## src/rtl/pulse_handshake_tx_pkg.sv

```systemverilog
// Shared types and constants for the pulse_handshake_tx event transmitter
// and the synchronizer it uses.
package pulse_handshake_tx_pkg;

  localparam int SYNC_MIN = 2;

  typedef enum logic [1:0] {
    ST_IDLE    = 2'd0,
    ST_REQ     = 2'd1,
    ST_RELEASE = 2'd2
  } hs_state_e;

endpackage

```

## src/rtl/bit_sync.sv

```systemverilog
// N-flop single-bit synchronizer with synchronous reset to 0; the stage count
// is clamped to the metastability minimum.
module bit_sync
  import pulse_handshake_tx_pkg::*;
#(
  parameter int STAGES = 2
) (
  input  logic clk,
  input  logic rst,
  input  logic d_i,
  output logic q_o
);

  localparam int N = (STAGES < SYNC_MIN) ? SYNC_MIN : STAGES;

  logic [N-1:0] sync_q;

  always_ff @(posedge clk) begin
    if (rst) begin
      sync_q <= '0;
    end else begin
      sync_q <= {sync_q[N-2:0], d_i};
    end
  end

  assign q_o = sync_q[N-1];

endmodule

```

## src/rtl/pulse_handshake_tx.sv

```systemverilog
// Source side of a 4-phase req/ack crossing: counts rising edges of pulse_in
// and retires each one with a full req/ack handshake, with sticky error flags.
module pulse_handshake_tx
  import pulse_handshake_tx_pkg::*;
#(
  parameter int CNT_W       = 8,
  parameter int SYNC_STAGES = 2,
  parameter int TMO_W       = 16
) (
  input  logic             clk,
  input  logic             rst,
  input  logic             pulse_in,
  input  logic             ack_in,
  input  logic             clr_err,
  output logic             req_out,
  output logic [CNT_W-1:0] pending,
  output logic             busy,
  output logic             overflow,
  output logic             timeout
);

  localparam int SYNC_N = (SYNC_STAGES < SYNC_MIN) ? SYNC_MIN : SYNC_STAGES;
  localparam logic [CNT_W-1:0] CNT_MAX = '1;
  localparam logic [TMO_W-1:0] TMO_MAX = '1;

  hs_state_e         state_q, state_d;
  logic [CNT_W-1:0]  pending_q, pending_d;
  logic [TMO_W-1:0]  tmo_q, tmo_d, tmo_inc;
  logic [SYNC_N-1:0] flush_q;
  logic              pulse_in_d_q;
  logic              req_q, busy_q, ovf_q, tmo_flag_q;
  logic              ack_s, sync_ready, ev, dec, ovf_set, tmo_set;

  bit_sync #(.STAGES(SYNC_N)) u_ack_sync (
    .clk (clk),
    .rst (rst),
    .d_i (ack_in),
    .q_o (ack_s)
  );

  // The synchronizer reads 0 right after reset regardless of the far side, so
  // its output is not trusted until a full flush has passed.
  assign sync_ready = flush_q[SYNC_N-1];
  assign ev         = pulse_in & ~pulse_in_d_q;
  assign tmo_inc    = tmo_q + 1'b1;

  always_comb begin
    state_d   = state_q;
    pending_d = pending_q;
    tmo_d     = tmo_q;
    dec       = 1'b0;
    ovf_set   = 1'b0;
    tmo_set   = 1'b0;

    case (state_q)
      ST_IDLE: begin
        if (pending_q != '0 && sync_ready && !ack_s) begin
          state_d = ST_REQ;
          tmo_d   = '0;
        end
      end
      ST_REQ: begin
        if (ack_s) begin
          state_d = ST_RELEASE;
          dec     = (pending_q != '0);
        end else if (tmo_inc == TMO_MAX) begin
          state_d = ST_RELEASE;
          tmo_set = 1'b1;
        end else begin
          tmo_d = tmo_inc;
        end
      end
      ST_RELEASE: begin
        if (!ack_s) begin
          state_d = ST_IDLE;
        end
      end
      default: state_d = ST_IDLE;
    endcase

    if (ev && !dec) begin
      if (pending_q == CNT_MAX) begin
        ovf_set = 1'b1;
      end else begin
        pending_d = pending_q + 1'b1;
      end
    end else if (!ev && dec) begin
      pending_d = pending_q - 1'b1;
    end
  end

  always_ff @(posedge clk) begin
    if (rst) begin
      pulse_in_d_q <= 1'b1;
      state_q      <= ST_IDLE;
      pending_q    <= '0;
      tmo_q        <= '0;
      flush_q      <= '0;
      req_q        <= 1'b0;
      busy_q       <= 1'b0;
      ovf_q        <= 1'b0;
      tmo_flag_q   <= 1'b0;
    end else begin
      pulse_in_d_q <= pulse_in;
      state_q      <= state_d;
      pending_q    <= pending_d;
      tmo_q        <= tmo_d;
      flush_q      <= {flush_q[SYNC_N-2:0], 1'b1};
      req_q        <= (state_d == ST_REQ);
      busy_q       <= (state_d != ST_IDLE);
      // Setting takes priority over a simultaneous clear.
      ovf_q        <= ovf_set | (ovf_q & ~clr_err);
      tmo_flag_q   <= tmo_set | (tmo_flag_q & ~clr_err);
    end
  end

  assign req_out  = req_q;
  assign pending  = pending_q;
  assign busy     = busy_q;
  assign overflow = ovf_q;
  assign timeout  = tmo_flag_q;

endmodule
```

## config.mk

```make
export PLATFORM = sky130hd
export DESIGN_NAME = pulse_handshake_tx
export DESIGN_NICKNAME = d
export VERILOG_FILES = /design/src/rtl/pulse_handshake_tx_pkg.sv /design/src/rtl/bit_sync.sv /design/src/rtl/pulse_handshake_tx.sv
export SDC_FILE = /design/constraint.sdc
export NUM_CORES = 1
export LEC_CHECK = 0
export CORE_ASPECT_RATIO = 1.1
export CORE_MARGIN = 4
export CORE_UTILIZATION = 25
export DETAILED_ROUTE_END_ITERATION = 12
export GPL_TIMING_DRIVEN = 0
export SLEW_MARGIN = 20
export SYNTH_ARGS = -nofsm -noshare
export SYNTH_HDL_FRONTEND = slang
export SYNTH_HIERARCHICAL = 1
export SYNTH_SLANG_ARGS = --single-unit
```

## constraint.sdc

```tcl
create_clock -name clk -period 3.72 [get_ports clk]
set_clock_uncertainty 0.2 [all_clocks]
set_input_delay 0.372 -clock clk [delete_from_list [all_inputs] [get_ports clk]]
set_output_delay 0.372 -clock clk [all_outputs]
set_load 0.01 [all_outputs]
```

==> Word-level counts from Yosys, hierarchy flattened <==
Index checks and enable logic that the tools add are counted.
{ "classes": {"n_addsub": 3, "mul": 0, "div": 0, "n_lt_le_gt_ge": 0, "n_eq_ne": 9, "shift": 0, "muxes": 20, "n_bitwise": 7, "reduce_logical": 14} }
{ "ops": {"columns": ["cell", "count"], "rows": [
  ["16-bit 2-to-1 mux", 3],
  ["16-bit one-hot mux with 2 select lines", 1],
  ["8-bit 2-to-1 mux", 3],
  ["16-bit by 1-bit adder with 16-bit output (second input constant)", 1],
  ["16-bit equality test (second input constant)", 1],
  ["8-bit by 1-bit adder with 8-bit output (second input constant)", 1],
  ["8-bit equality test (second input constant)", 1],
  ["1-bit 2-to-1 mux", 8],
  ["2-bit 2-to-1 mux", 4],
  ["2-bit != test (second input constant)", 4],
  ["8-bit nonzero test", 1],
  ["8-bit by 1-bit subtractor with 8-bit output (second input constant)", 1],
  ["2-bit one-hot mux with 3 select lines", 1],
  ["2-bit nonzero test", 3],
  ["2-bit by 1-bit equality test with 1-bit output (second input constant)", 2],
  ["1-bit logical AND", 4],
  ["4-bit AND reduction", 1],
  ["1-bit AND", 3],
  ["1-bit zero test", 3],
  ["2-bit equality test (second input constant)", 1],
  ["2-bit zero test", 1],
  ["1-bit inverter", 2],
  ["1-bit OR", 2],
  ["2-bit AND reduction", 1]
]} }
{ "totals": {"register_bits": 35, "latchBits": 0, "ram_bits": 0, "mem_bits_ro": 0, "input_bits": 5, "out_inout_bits": 12, "wordCells": 64, "memories": 0} }

==> Logic depth before layout (Yosys ltp) <==
Gate-level depths: netlist of the first run.
{ "logic_depth": {"ltp_word": 7, "ltp_mapped": 10} }

==> Modules after synthesis <==
The synthesis of the first run kept the hierarchy.
{ "modules_own_cells": {"columns": ["module", "n_inst", "cells_each", "area_per_inst_um2", "seq_area_each_um2"], "rows": [
  ["pulse_handshake_tx", 1, 254, 2060.7, 660.6],
  ["bit_sync", 1, 4, 52.6, 40.0]
]} }

==> Least setup slack after synthesis of the first run <==
OpenSTA, ideal clock, no wires.
{ "synth_timing": {"path_kind": "reg-to-reg", "startpoint": "register pending_q[0], in the netlist pending[0]", "endpoint": "register pending_q[7], in the netlist pending[7]", "setup_ns": 0.070, "t_arrival_ns": 2.719, "path_slack_ns": 0.731, "path_stages_with_launch": 11, "n_path_buf": 0, "path_cell_list": "dfxtp_1 > nor4_1 > a211oi_1 > nand2b_1 > ha_1 > a21oi_1 > o21ai_0 > a2111oi_0 > o221ai_1 > a21o_1 > a21oi_1"} }
{ "synth_via": {"elab_chain_cells": 7, "elab_cells_between_ends": 15, "classes_between": "add/sub: 2; eq/ne: 2; mux: 5; reduce/logical: 6"} }
{ "synth_rtl": {"columns": ["item", "line_no", "text"], "rows": [
  ["start, declared", "pulse_handshake_tx.sv:27", "logic [CNT_W-1:0] pending_q, pending_d;"],
  ["start signal, assigned", "pulse_handshake_tx.sv:106", "pending_q <= pending_d;"],
  ["8-bit nonzero test", "pulse_handshake_tx.sv:65", "dec = (pending_q != '0);"],
  ["1-bit 2-to-1 mux", "pulse_handshake_tx.sv:63", "if (ack_s) begin"],
  ["1-bit 2-to-1 mux", "pulse_handshake_tx.sv:55", "case (state_q)"],
  ["1-bit zero test", "pulse_handshake_tx.sv:81", "if (ev && !dec) begin"],
  ["1-bit logical AND", "pulse_handshake_tx.sv:81", null],
  ["2-bit != test (no source line) / 2-bit nonzero test (equally long branches)", null, null],
  ["2-bit AND reduction (no source line)", null, null]
]} }
Several ways; a longest one is shown, not always the timed one. The select of a mux whose other input is x is not followed.
A chain may end at the register's enable or synchronous reset.

==> Worst setup path after layout of the first run <==
{ "layout_timing": {"startpoint": "register pending_q[2], in the netlist pending[2]", "endpoint": "register pending_q[7], in the netlist pending[7]"} }
The elaborated chain is that of the path after synthesis.

==> results of run 1 <==
==> stage by stage <==
| stage | total power, µW | setup TNS (ns) | hold slack (ns) | util [%] |
|---|---|---|---|---|
| floorplan | 504.9 | 0 | 0.2138 | - |
| global placement | 550.2 | 0 | 0.2229 | 29.80 |
| detailed placement | 551.4 | 0 | 0.2353 | 29.80 |
| CTS | 835.3 | 0 | 0.2576 | 30.90 |
| global route | 871.6 | -0.03143 | 0.2751 | 31.05 |
| finish | 831.1 | 0 | 0.2478 | 31.05 |
==> cell families (layout without fill, tap and decap cells) <==
group | after synthesis | count (layout) | share of synthesized area (%)
AND/OR/NAND/NOR | 100 | 100 | 26.05
buffers and inverters | 32 | 56 | 6.986
flip-flops | 35 | 35 | 33.16
multiplexers | 4 | 4 | 1.954
AO/OA/AOI/OAI | 68 | 68 | 21.14
XOR/XNOR | 10 | 10 | 5.033
adder cells (fa/ha/maj) | 9 | 9 | 5.684
==> per-layer routing <==
metal  vias up  part of all wire [%]  track usage (%)
met2        43                    46            16.74
met5         -                     0                0
met1       912                    48            13.82
met3         7                   4.7            2.460
met4         0                   1.4            3.862
li1        987                     -                -
==> area by class of cell <==
cell class / count / area [µm²]
multi-input cells: 191 / 1277
inverters: 20 / 75.07
well taps: 108 / 135.1
flip-flops and latches: 35 / 700.7
plain buffers: 12 / 72.57
fillers: 877 / 5573
repair buffers: 16 / 160.2
clock buffers: 5 / 68.82
clock inverters: 3 / 20.02
==> critical path, delay by kind of cell (launching register included) <==
kind,cells,cell delay [ns]
simple gates,2,0.84
flops,1,0.37
fa+ha+maj,1,0.35
compound gates,7,1.55
==> power by group <==
part           internal, µW  switching [µW]  total [µW]
Clock                   130             155         285
Sequential              389            14.8         404
Combinational          64.4            78.0         142
Total                   584             247         831
==> flip-flops by register name, indices dropped and copies added (netlist names), 2 cells and up <==
signal and cells:
flush_q 2, pending 8, state_q 2, tmo_q 16
u_ack_sync/sync_q 2
==> path summary, 6_finish.rpt <==
kind / start / to / cells past startpoint
worst max-delay path: pending[2] / pending[7] / 10
worst min-delay path: flush_q[0] / flush_q[1] / 1
worst max register to register: pending[2] / pending[7] / 10
worst min register to register: flush_q[0] / flush_q[1] / 1
==> cells in the final DEF, fill, tap and decap left out, drive strengths merged, types with 3 or more instances in the layout <==
cell type | Yosys | routed
nor4 | 7 | 7
nor2b | 5 | 5
clkdlybuf4s50 | 0 | 16
nand3 | 17 | 17
inv | 20 | 20
a21oi | 12 | 12
buf | 8 | 8
or2 | 4 | 4
xor2 | 3 | 3
or3 | 4 | 4
o21ai | 16 | 16
xnor2 | 7 | 7
or4 | 5 | 5
dfxtp | 35 | 35
a21o | 5 | 5
o211ai | 9 | 9
nand2 | 8 | 8
mux2i | 3 | 3
nor2 | 25 | 25
nand4 | 7 | 7
a31oi | 8 | 8
ha | 8 | 8
nor3 | 9 | 9
clkbuf | 4 | 9
nand2b | 6 | 6
==> timing repair <==
item / CTS / global route
hold endpoints to repair: 0 / 0
endpoints found under the setup margin: 0 / 2
gates resized for setup: 0 / 3
==> reports/results.tsv, run 1 <==
metric	value	unit
area leader, netlist	dfxtp_1	
Post-synth ARST share	0	%
PortBufs	16	
Layout area overhead	18.77	%
grt ovf	0	
worst-margin pin slew	0.5955	ns
CTS Sinks	35	
Synth Register Bits	35	
top cells by count, synth	dfxtp_1 (35), nor2_1 (25), inv_1 (20)	
Synth Flop Type	dfxtp_1	
worst-path cell chain	nor4_1 -> a211oi_2 -> nand2b_1 -> ha_1 -> a21oi_1 -> o21ai_0 -> a2111oi_1 -> o221ai_1 -> a21o_1 -> a21oi_1	
DR vias	1949	
postcts setup bufs	0	
die area	9990	µm²
Post-synth EDFFs	0	
drt wl/cell	12.70	µm
Finished Layout Cells	390	
Syn. warnings	6	
layout cell share with drive strength beyond 1	12.06	%
synth top area cells	dfxtp_1 (33%), ha_1 (4.7%), nor2_1 (4.4%)	
Core Area	8083	µm²
syn nets	272	
Mapped Area	2113	µm²
via/cell ratio	4.997	
Initial Util	26.15	%
Max stage delay on crit path	0.49	ns
post-synth cell types	51	
number of CTS-inserted buffers	5	
Critical Path Fanout Max	8	
CTS tree	done	
GRT Total Usage	10.58	%
largest net degree at the start of global routing	13	
most used cell, CP	a21oi_1	
peak supply drop	0.1400	mV
Setup violations, final	0	
Slew HR	60.30	%
ANT cells	0	
Hold Fails Final Rpt	0	
fmax	294.9	MHz
status	complete, no violations	
setup ws final	0.3285	ns
dpl cells	382	
post-route cell area	2510	µm²
Leakage	0.0008803	µW
area share of the largest cell type after synthesis	33.16	%
register area share after synthesis	33.16	%
worst skew pair latency	0.29	ns
I/O pin count	17	
Max Root-Sink Buffers	2	
dpl cell area	2409	µm²
Setup WS pre-CTS	0.1935	ns
vias in the first global route	1859	
Req. time, crit path	3.75	ns
Syn Inst Count	258	
Max Slew Vio Count	0	
Final GP Congestion	0.8768	
count leader, synth	dfxtp_1	
num rows	34	
power density over the cells	331.1	nW/µm²
DRT iter0 DRCs	73	
die span in x	95.66	µm
# nets final	295	
DRC viols	0	
TritonRoute pass-1 iters	4	
DRT Wirelength	4953	µm
minimum clock period	3.392	ns
Worst Path Arrival	3.42	ns
Max H-tree Level	2	
final worst-path cycle share	91.17	%
CP Class	register to register	
R2R setup slack	0.33	ns
hold crit path type	register to register	
clock root buffer	clkbuf_8	
CP Capture Type	register	
startpoint types	register	
CP max-delay cell	nor4_1	
Max Cap Viol	0	
antenna violations before repair	0	
die extent in y	104.4	µm
first-pass GRT wire length	8569	µm
syn avg cell area	8.191	µm²
Post-CTS Hold Fix Bufs	0	
hpwl dp	3672	µm
Worst-path clk slew	0.08	ns
Final ANT Viol Nets	0	
(Power assumes the default switching activity.)
==> run 2: changes to the inputs <==
ABC_AREA = 1   (was default)
==> run 2 against run 1 <==
Sequential share of layout area down 1.1 points. Sequential cell count unchanged. Via count up 7.4%. Utilization down 0.40 points. Largest cell class unchanged. Design area up 4.3%. Hold slack worse by 0.042 ns. Critical path type unchanged. Worst setup slack better by 0.39 ns. Cell count up 20%.
==> reports/results.tsv, run 2 <==
metric	value	unit
status	complete, no violations	
Flop pwr share	47.2	%
DRT iter0 DRCs	84	
hold crit path type	register to register	
Max H-tree Level	2	
Setup violations, final	0	
Hold Fails Final Rpt	0	
drt wl/cell	10.86	µm
syn avg cell area	6.676	µm²
WP buf/inv	1	
CTS tree	done	
Max Slew Vio Count	0	
hpwl dp	3848	µm
post-CTS sizing	0	
Layout area overhead	17.40	%
via/cell ratio	4.465	
DRT Wirelength	5094	µm
Max Cap Viol	0	
startpoint types	register	
grt ovf	0	
Final GP Congestion	0.8760	
Slew HR	56.40	%
Core Area	8539	µm²
Clock Power Share	29.5	%
Post-CTS Hold Fix Bufs	0	
Max Root-Sink Buffers	2	
Req. time, crit path	3.71	ns
vias in the first global route	1907	
Critical Path Fanout Max	7	
area leader, netlist	dfxtp_1	
DRC viols	0	
peak supply drop	0.1706	mV
switching power	310.8	µW
layout cell share with drive strength beyond 1	11.45	%
die area	10500	µm²
Worst Path Arrival	2.99	ns
number of CTS-inserted buffers	5	
Syn Inst Count	334	
Synth Flop Type	dfxtp_1	
commonest non-fill, non-tap cell in the layout	nand2_1	
Fill cells	937	
worst skew pair latency	0.29	ns
Max stage delay on crit path	0.41	ns
Synth Register Bits	35	
Worst-path clk slew	0.08	ns
most used cell, CP	nor2_1	
Reg area	700.7	µm²
ANT cells	0	
Multi-input gate area	1311	µm²
Combinational Power Share	23.3	%
worst-margin pin slew	0.6501	ns
clock root buffer	clkbuf_8	
final worst-path cycle share	80.66	%
CP Class	register to register	
worst-path cell chain	nor2_1 -> nand3_1 -> nor2_1 -> nor2_1 -> nor3_1 -> inv_1 -> ha_1 -> nand3_1 -> nand2_1 -> a21oi_1 -> or2_2 -> nand3_1 -> nand2_1 -> nand2_1 -> nor2_1	
first-pass GRT wire length	8680	µm
Initial Util	26.11	%
minimum clock period	3.001	ns
Post-Route Setup TNS	0	ns
Leakage	0.001059	µW
Post-synth ARST share	0	%
Post-synth EDFFs	0	
I/O pin count	17	
syn nets	348	
post-synth cell types	30	
GRT met1 Usage	12.61	%
postcts setup bufs	0	
num rows	35	
GRT met3 Usage	2.147	%
TritonRoute pass-1 iters	4	
most frequent cells in the layout	nand2_1 (79), nor2_1 (41), inv_1 (37)	
die span in x	98.05	µm
antenna violations before repair	0	
fmax	333.3	MHz
area share of the largest cell type after synthesis	31.43	%
register name with the most flops	tmo_q	
synth top area cells	dfxtp_1 (31%), nand2_1 (13%), a21oi_1 (7.2%)	
GR Util met2	16.97	%
CP max-delay cell	ha_1	
CP Capture Type	register	
GRT Max-Usage Layer	met2	
register area share after synthesis	31.43	%
number of flip-flops in the largest register	16	
Pint	631.1	µW
cell family with the largest share of critical-path delay	simple AND/OR/NAND/NOR gates	
power density over the cells	359.8	nW/µm²
sw frac	33.00	%
RSZ-0062 raised after global routing	no	
# nets final	371	
top cells by count, synth	nand2_1 (79), nor2_1 (41), inv_1 (37)	
largest net degree at the start of global routing	13	
DR vias	2094	
Mapped Area	2230	µm²
PortBufs	16	
count leader, synth	nand2_1	
Total Power Consumption	941.9	µW
die extent in y	107.0	µm
CTS Sinks	35	
Syn. warnings	6	
Final ANT Viol Nets	0	
GRT Total Usage	9.934	%
## run 2: final timing paths
| kind | cells past startpoint | slack, ns | endpoint | from |
|---|---|---|---|---|
| worst min-delay path | 2 | 0.21 | flush_q[1] | flush_q[0] |
| worst max register to register | 15 | 0.72 | pending[7] | pending[0] |
| worst min register to register | 2 | 0.21 | flush_q[1] | flush_q[0] |
| worst max-delay path | 15 | 0.72 | pending[7] | pending[0] |
## run 2: area by class of cell
cell class	count	share of cell area, %
clock inverters	3	0.7648
inverters	39	5.593
flip-flops and latches	35	26.77
multi-input cells	250	50.10
repair buffers	16	6.119
clock buffers	5	2.629
plain buffers	10	2.725
well taps	111	5.306
## run 2: power groups by stage
stage	Combinational, µW	Sequential (µW)	Clock, µW
finish	220	444	278
global route	253	450	305
global placement	217	451	0
detailed placement	220	453	0
floorplan	165	446	0
CTS	221	444	296
## run 2: per-stage QoR
stage | hold WS (ns) | setup slack (ns) | instances | area [µm²] | util (%)
after floorplan | 0.1883 | 1.061 | 334 | 2230 | -
after detailed placement | 0.1954 | 0.5546 | 461 | 2529 | 29.61
after global placement | 0.1925 | 0.6081 | 461 | 2529 | 29.61
after CTS | 0.2092 | 0.7033 | 469 | 2618 | 30.65
final | 0.2057 | 0.7194 | 469 | 2618 | 30.65
after global routing | 0.2191 | 0.3413 | 469 | 2618 | 30.65
## run 2: kinds of logic after synthesis
kind of cell,count (synthesis),synth area share (%)
AND/OR/NAND/NOR,185,39.17
XOR/XNOR,8,3.143
adder cells (fa/ha/maj),9,5.387
AO/OA/AOI/OAI,48,11.11
flip-flops,35,31.43
buffers and inverters,49,9.764
## run 2: metal layers
metal	share of wire (%)	vias up
li1	-	1126
met1	48	927
met2	48	34
met3	3.4	7
met4	1.4	0
met5	0	-
## run 2: worst min-delay path, cell delays in order (launching register included)
cell,delay (ns)
dfxtp_1,0.30
inv_1,0.04
nor2_1,0.03
==> run 3: changes to the inputs <==
clock period = 2.6 ns   (was 3.72 ns; I/O delays follow)
==> run 3 against run 2 <==
Utilization is 3.7 points higher. Register-to-register slack lost 0.67 ns. Hold slack better by 0.011 ns. Fmax rose by 18%. Power rose by 53%. Die area unchanged. First-iteration DRC count down 7.1%. Largest cell class unchanged. Routed wire length is 15% higher. Non-clock buffer count grew 16. Sequential power is 42% higher. Global-route usage is 0.87 points higher.
==> reports/results.tsv, run 3 (synthesis gave the netlist of run 2 again) <==
metric	value	unit
Max H-tree Level	2	
Setup violations, final	0	
hold crit path type	register to register	
register name with the most flops	tmo_q	
CP max-delay cell	dfxtp_4	
Initial Util	26.11	%
Slew HR	52.20	%
hpwl dp	3919	µm
Max Slew Vio Count	0	
num rows	35	
Final ANT Viol Nets	0	
worst-path cell chain	nor2_4 -> nand3_2 -> nor2_2 -> nor2_2 -> nor3_2 -> bufinv_8 -> ha_4 -> a21oi_2 -> nand2_2 -> a21oi_2 -> nor2_1 -> nor2_1 -> xor2_1 -> a21oi_1	
CP Class	register to register	
I/O pin count	17	
via/cell ratio	4.631	
ANT cells	0	
DRT iter0 DRCs	78	
most frequent cells in the layout	nand2_1 (75), nor2_1 (36), inv_1 (31)	
commonest non-fill, non-tap cell in the layout	nand2_1	
PortBufs	16	
TritonRoute pass-1 iters	4	
Worst-path clk slew	0.08	ns
DRC viols	0	
Worst Path Arrival	2.54	ns
Core Area	8539	µm²
worst-margin pin slew	0.7127	ns
worst skew pair latency	0.29	ns
clock root buffer	clkbuf_8	
final worst-path cycle share	98.21	%
drt wl/cell	12.04	µm
number of flip-flops in the largest register	16	
Hold Fails Final Rpt	0	
Layout area overhead	31.65	%
Finished Layout Cells	485	
# nets final	387	
power density over the cells	491.9	nW/µm²
Max Root-Sink Buffers	2	
vias in the first global route	2085	
Max Cap Viol	0	
layout cell share with drive strength beyond 1	25.67	%
Final GP Congestion	0.9172	
CTS tree	done	
Critical Path Fanout Max	7	
WP buf/inv	1	
largest net degree at the start of global routing	13	
grt ovf	0	
antenna violations before repair	0	
CP Capture Type	register	
startpoint types	register	
number of CTS-inserted buffers	5	
DRT Wirelength	5841	µm
Total Power Consumption	1444	µW
status	complete, no violations	
GRT Total Usage	10.80	%
fmax	391.6	MHz
die span in x	98.05	µm
CTS Sinks	35	
dpl cells	461	
DR vias	2246	
Req. time, crit path	2.58	ns
Final Util	34.37	%
Max stage delay on crit path	0.35	ns
minimum clock period	2.554	ns
first-pass GRT wire length	9480	µm
die area	10500	µm²
cell family with the largest share of critical-path delay	simple AND/OR/NAND/NOR gates	
die extent in y	107.0	µm
RSZ-0062 raised after global routing	yes	
Leakage	0.001173	µW
peak supply drop	0.2838	mV
==> run 3: changes by cell type in the layout (fill, tap and decap cells not counted), moves of 5 or more <==
cell	delta
ha_1	-5
dfxtp_4	+7
a21oi_1	-5
ha_4	+5
buf_4	+16
nor2_1	-5
dfxtp_1	-7
inv_1	-6
inv_2	+5
==> run 3: timing repair <==
| item | in CTS | in global routing |
|---|---|---|
| pin swaps | 7 | 17 |
| endpoints found under the setup margin | 3 | 7 |
| hold endpoints to repair | 0 | 0 |
| hold buffers | 0 | 0 |
| gates resized for setup | 13 | 39 |
| buffers inserted | 8 | 8 |
==> run 3: worst paths after layout <==
| path | slack (ns) | cells after the start | to | start |
|---|---|---|---|---|
| hold / removal | 0.22 | 2 | flush_q[1] | flush_q[0] |
| setup / recovery | 0.05 | 14 | pending[6] | pending[0] |
| hold reg to reg | 0.22 | 2 | flush_q[1] | flush_q[0] |
| setup reg to reg | 0.05 | 14 | pending[6] | pending[0] |
==> run 3: layout make-up <==
class	count	area (µm²)
multi-input combinational	250	1469
clock buffer	5	68.82
timing repair buffer	32	280.3
sequential	35	726.9
clock inverter	3	20.02
fill	901	5604
tap	111	138.9
buffer	10	71.32
inverter	39	160.2
==> run 3: worst register-to-register path, stage by stage (launching register included) <==
cell and delay [ns]:
dfxtp_4 0.35, nor2_4 0.10, nand3_2 0.10, nor2_2 0.13, nor2_2 0.06, nor3_2 0.13, bufinv_8 0.25, ha_4 0.28
a21oi_2 0.16, nand2_2 0.09, a21oi_2 0.14, nor2_1 0.06, nor2_1 0.15, xor2_1 0.16, a21oi_1 0.07
==> run 3: where the power goes <==
group	total [µW]	internal, µW	switching, µW
clock	405	187	219
combinational	408	185	224
sequential	631	580	50.1
total	1440	952	492
==> run 3: metrics by stage <==
stage / hold slack (ns) / worst slack, ns / cell area [µm²] / TNS [ns]
detailed placement: 0.2018 / -0.2770 / 2534 / -0.6790
CTS: 0.2155 / 0.0005875 / 2763 / 0
finish: 0.2164 / 0.04648 / 2935 / 0
global route: 0.2360 / -0.07942 / 2935 / -0.1878
global placement: 0.1922 / -0.2285 / 2534 / -0.5693
floorplan: 0.1291 / 0.08045 / 2235 / 0
==> run 3: routing by layer <==
metal  GRT usage [%]  share of wire [%]
met5               0                  0
met4           2.572                1.1
met3           2.212                2.8
met2           18.73                 49
met1           13.71                 47
==> variant (flow settings as in run 1) <==
`CNT_W`: 8 -> 6.
--- a/src/rtl/pulse_handshake_tx.sv
+++ b/src/rtl/pulse_handshake_tx.sv
@@ -3,7 +3,7 @@
 module pulse_handshake_tx
   import pulse_handshake_tx_pkg::*;
 #(
-  parameter int CNT_W       = 8,
+  parameter int CNT_W       = 6,
   parameter int SYNC_STAGES = 2,
   parameter int TMO_W       = 16
 ) (
Interface: changed (resized pending); port bits go from 17 to 15. The function was not compared with the original's and may differ.
==> variant against run 1 <==
  * Worst hold slack worse by 0.010 ns
  * Setup slack gained 0.31 ns
  * Cell count is 7.4% lower
  * Die area is 6.1% lower
  * Synthesized area is 6.6% lower
  * Via count decreased by 8.8%
  * Clock power down 6%
  * Synthesized cell count decreased by 9.3%
  * Sequential cell count down 2
  * First-iteration DRC count rose by 120%
  * Cell area fell by 7.1%
  * Total power shrank 8.7%
  * Wire length fell by 3.9%
==> variant: results (changes against run 1) <==
Slew margin rel.: 0.5544 (-0.04856)
Metal-1 WL: 2257 um (-5.4%)
Synth unique cells: 59 (+16%)
Vias: 1,777 (-8.8%)
Register area share after synthesis: 0.3346 (+0.003044)
Met2 Use GR: 0.1730 (+0.005579)
Vias in the first global route: 1,636 (-12%)
Worst path arrival time: 3.07 ns (-0.35 ns)
CP peak stage delay: 0.41 ns (-0.08 ns)
Largest net degree at the start of global routing: 12 (-1)
Status: finished, final reports clean
Layout area overhead: 18.12%
DR WL met2: 2239 um (-1.1%)
Buffer share of cell area: 0.09174 (-0.0009840)
Routing usage on met3: 0.01634 (-0.008257)
Multi-In Gates: 179 (-6.3%)
Pwr/cell area: 325.2 nW/um2 (-1.8%)
Multi-input logic area: 1210 um2 (-5.3%)
Comb pwr: 118 uW (-17%)
Post-DP HPWL: 3418 um (-6.9%)
Cell Rows: 33 (-2.9%)
Total track usage: 0.1056 (-0.0002059)
Layout clock area frac: 0.03702 (+0.001623)
Non-clk invs: 8 (-60%)
Post-Synthesis Cells: 234 (-9.3%)
Largest fanout on the critical path: 6 (-2)
Internal Power: 541.7 uW (-7.2%)
Met1 usage: 0.1410 (+0.002806)
Dpl ws: 0.6264 ns (+0.4329 ns)
Filler cells: 816 (-7.0%)
Seq pwr share: 0.492 (+0.006)
Number of I/O port buffers: 14 (-2)
Post-Place Cells: 353 (-7.6%)
Ranking of synthesized cells by area: dfxtp_1, nor2_1, nand3_1
Post-synth top cells: dfxtp_1, nor2_1, nand2_1
Seq Cell Count: 33 (-5.7%)
Wirelength per Cell: 13.19 um (+3.8%)
Worst vdd ir: 0.0001032 V (-26%)
Sequential cell area share: 0.2833 (+0.004099)
Syn_nets: 246 (-9.6%)
Leakage: 0.0007817 uW (-11%)
## variant: cell count changes in the layout (fill, tap and decap cells not counted), sizes merged, moves of 4 or more
cell    delta
nor4       -5
a31oi      -5
nand2     +12
nand2b     -4
or4        -5
o41ai      +7
nor3       -7
a21o       -4
inv       -12
## variant: worst paths after layout
kind | from | endpoint | slack (ns) | cells after the start
setup / recovery | pending[0] | pending[5] | 0.63 | 10
hold / removal | u_ack_sync/sync_q[0] | u_ack_sync/sync_q[1] | 0.24 | 1
setup reg to reg | pending[0] | pending[5] | 0.63 | 10
hold reg to reg | u_ack_sync/sync_q[0] | u_ack_sync/sync_q[1] | 0.24 | 1
## variant: kinds of logic (layout without fill, tap and decap cells)
family	Yosys count	after routing	synth area share
adder cells (fa/ha/maj)	7	7	0.04816
AO/OA/AOI/OAI	69	69	0.2833
flip-flops	33	33	0.3346
multiplexers	2	2	0.01077
buffers and inverters	22	44	0.05260
AND/OR/NAND/NOR	94	94	0.2395
XOR/XNOR	7	7	0.03105
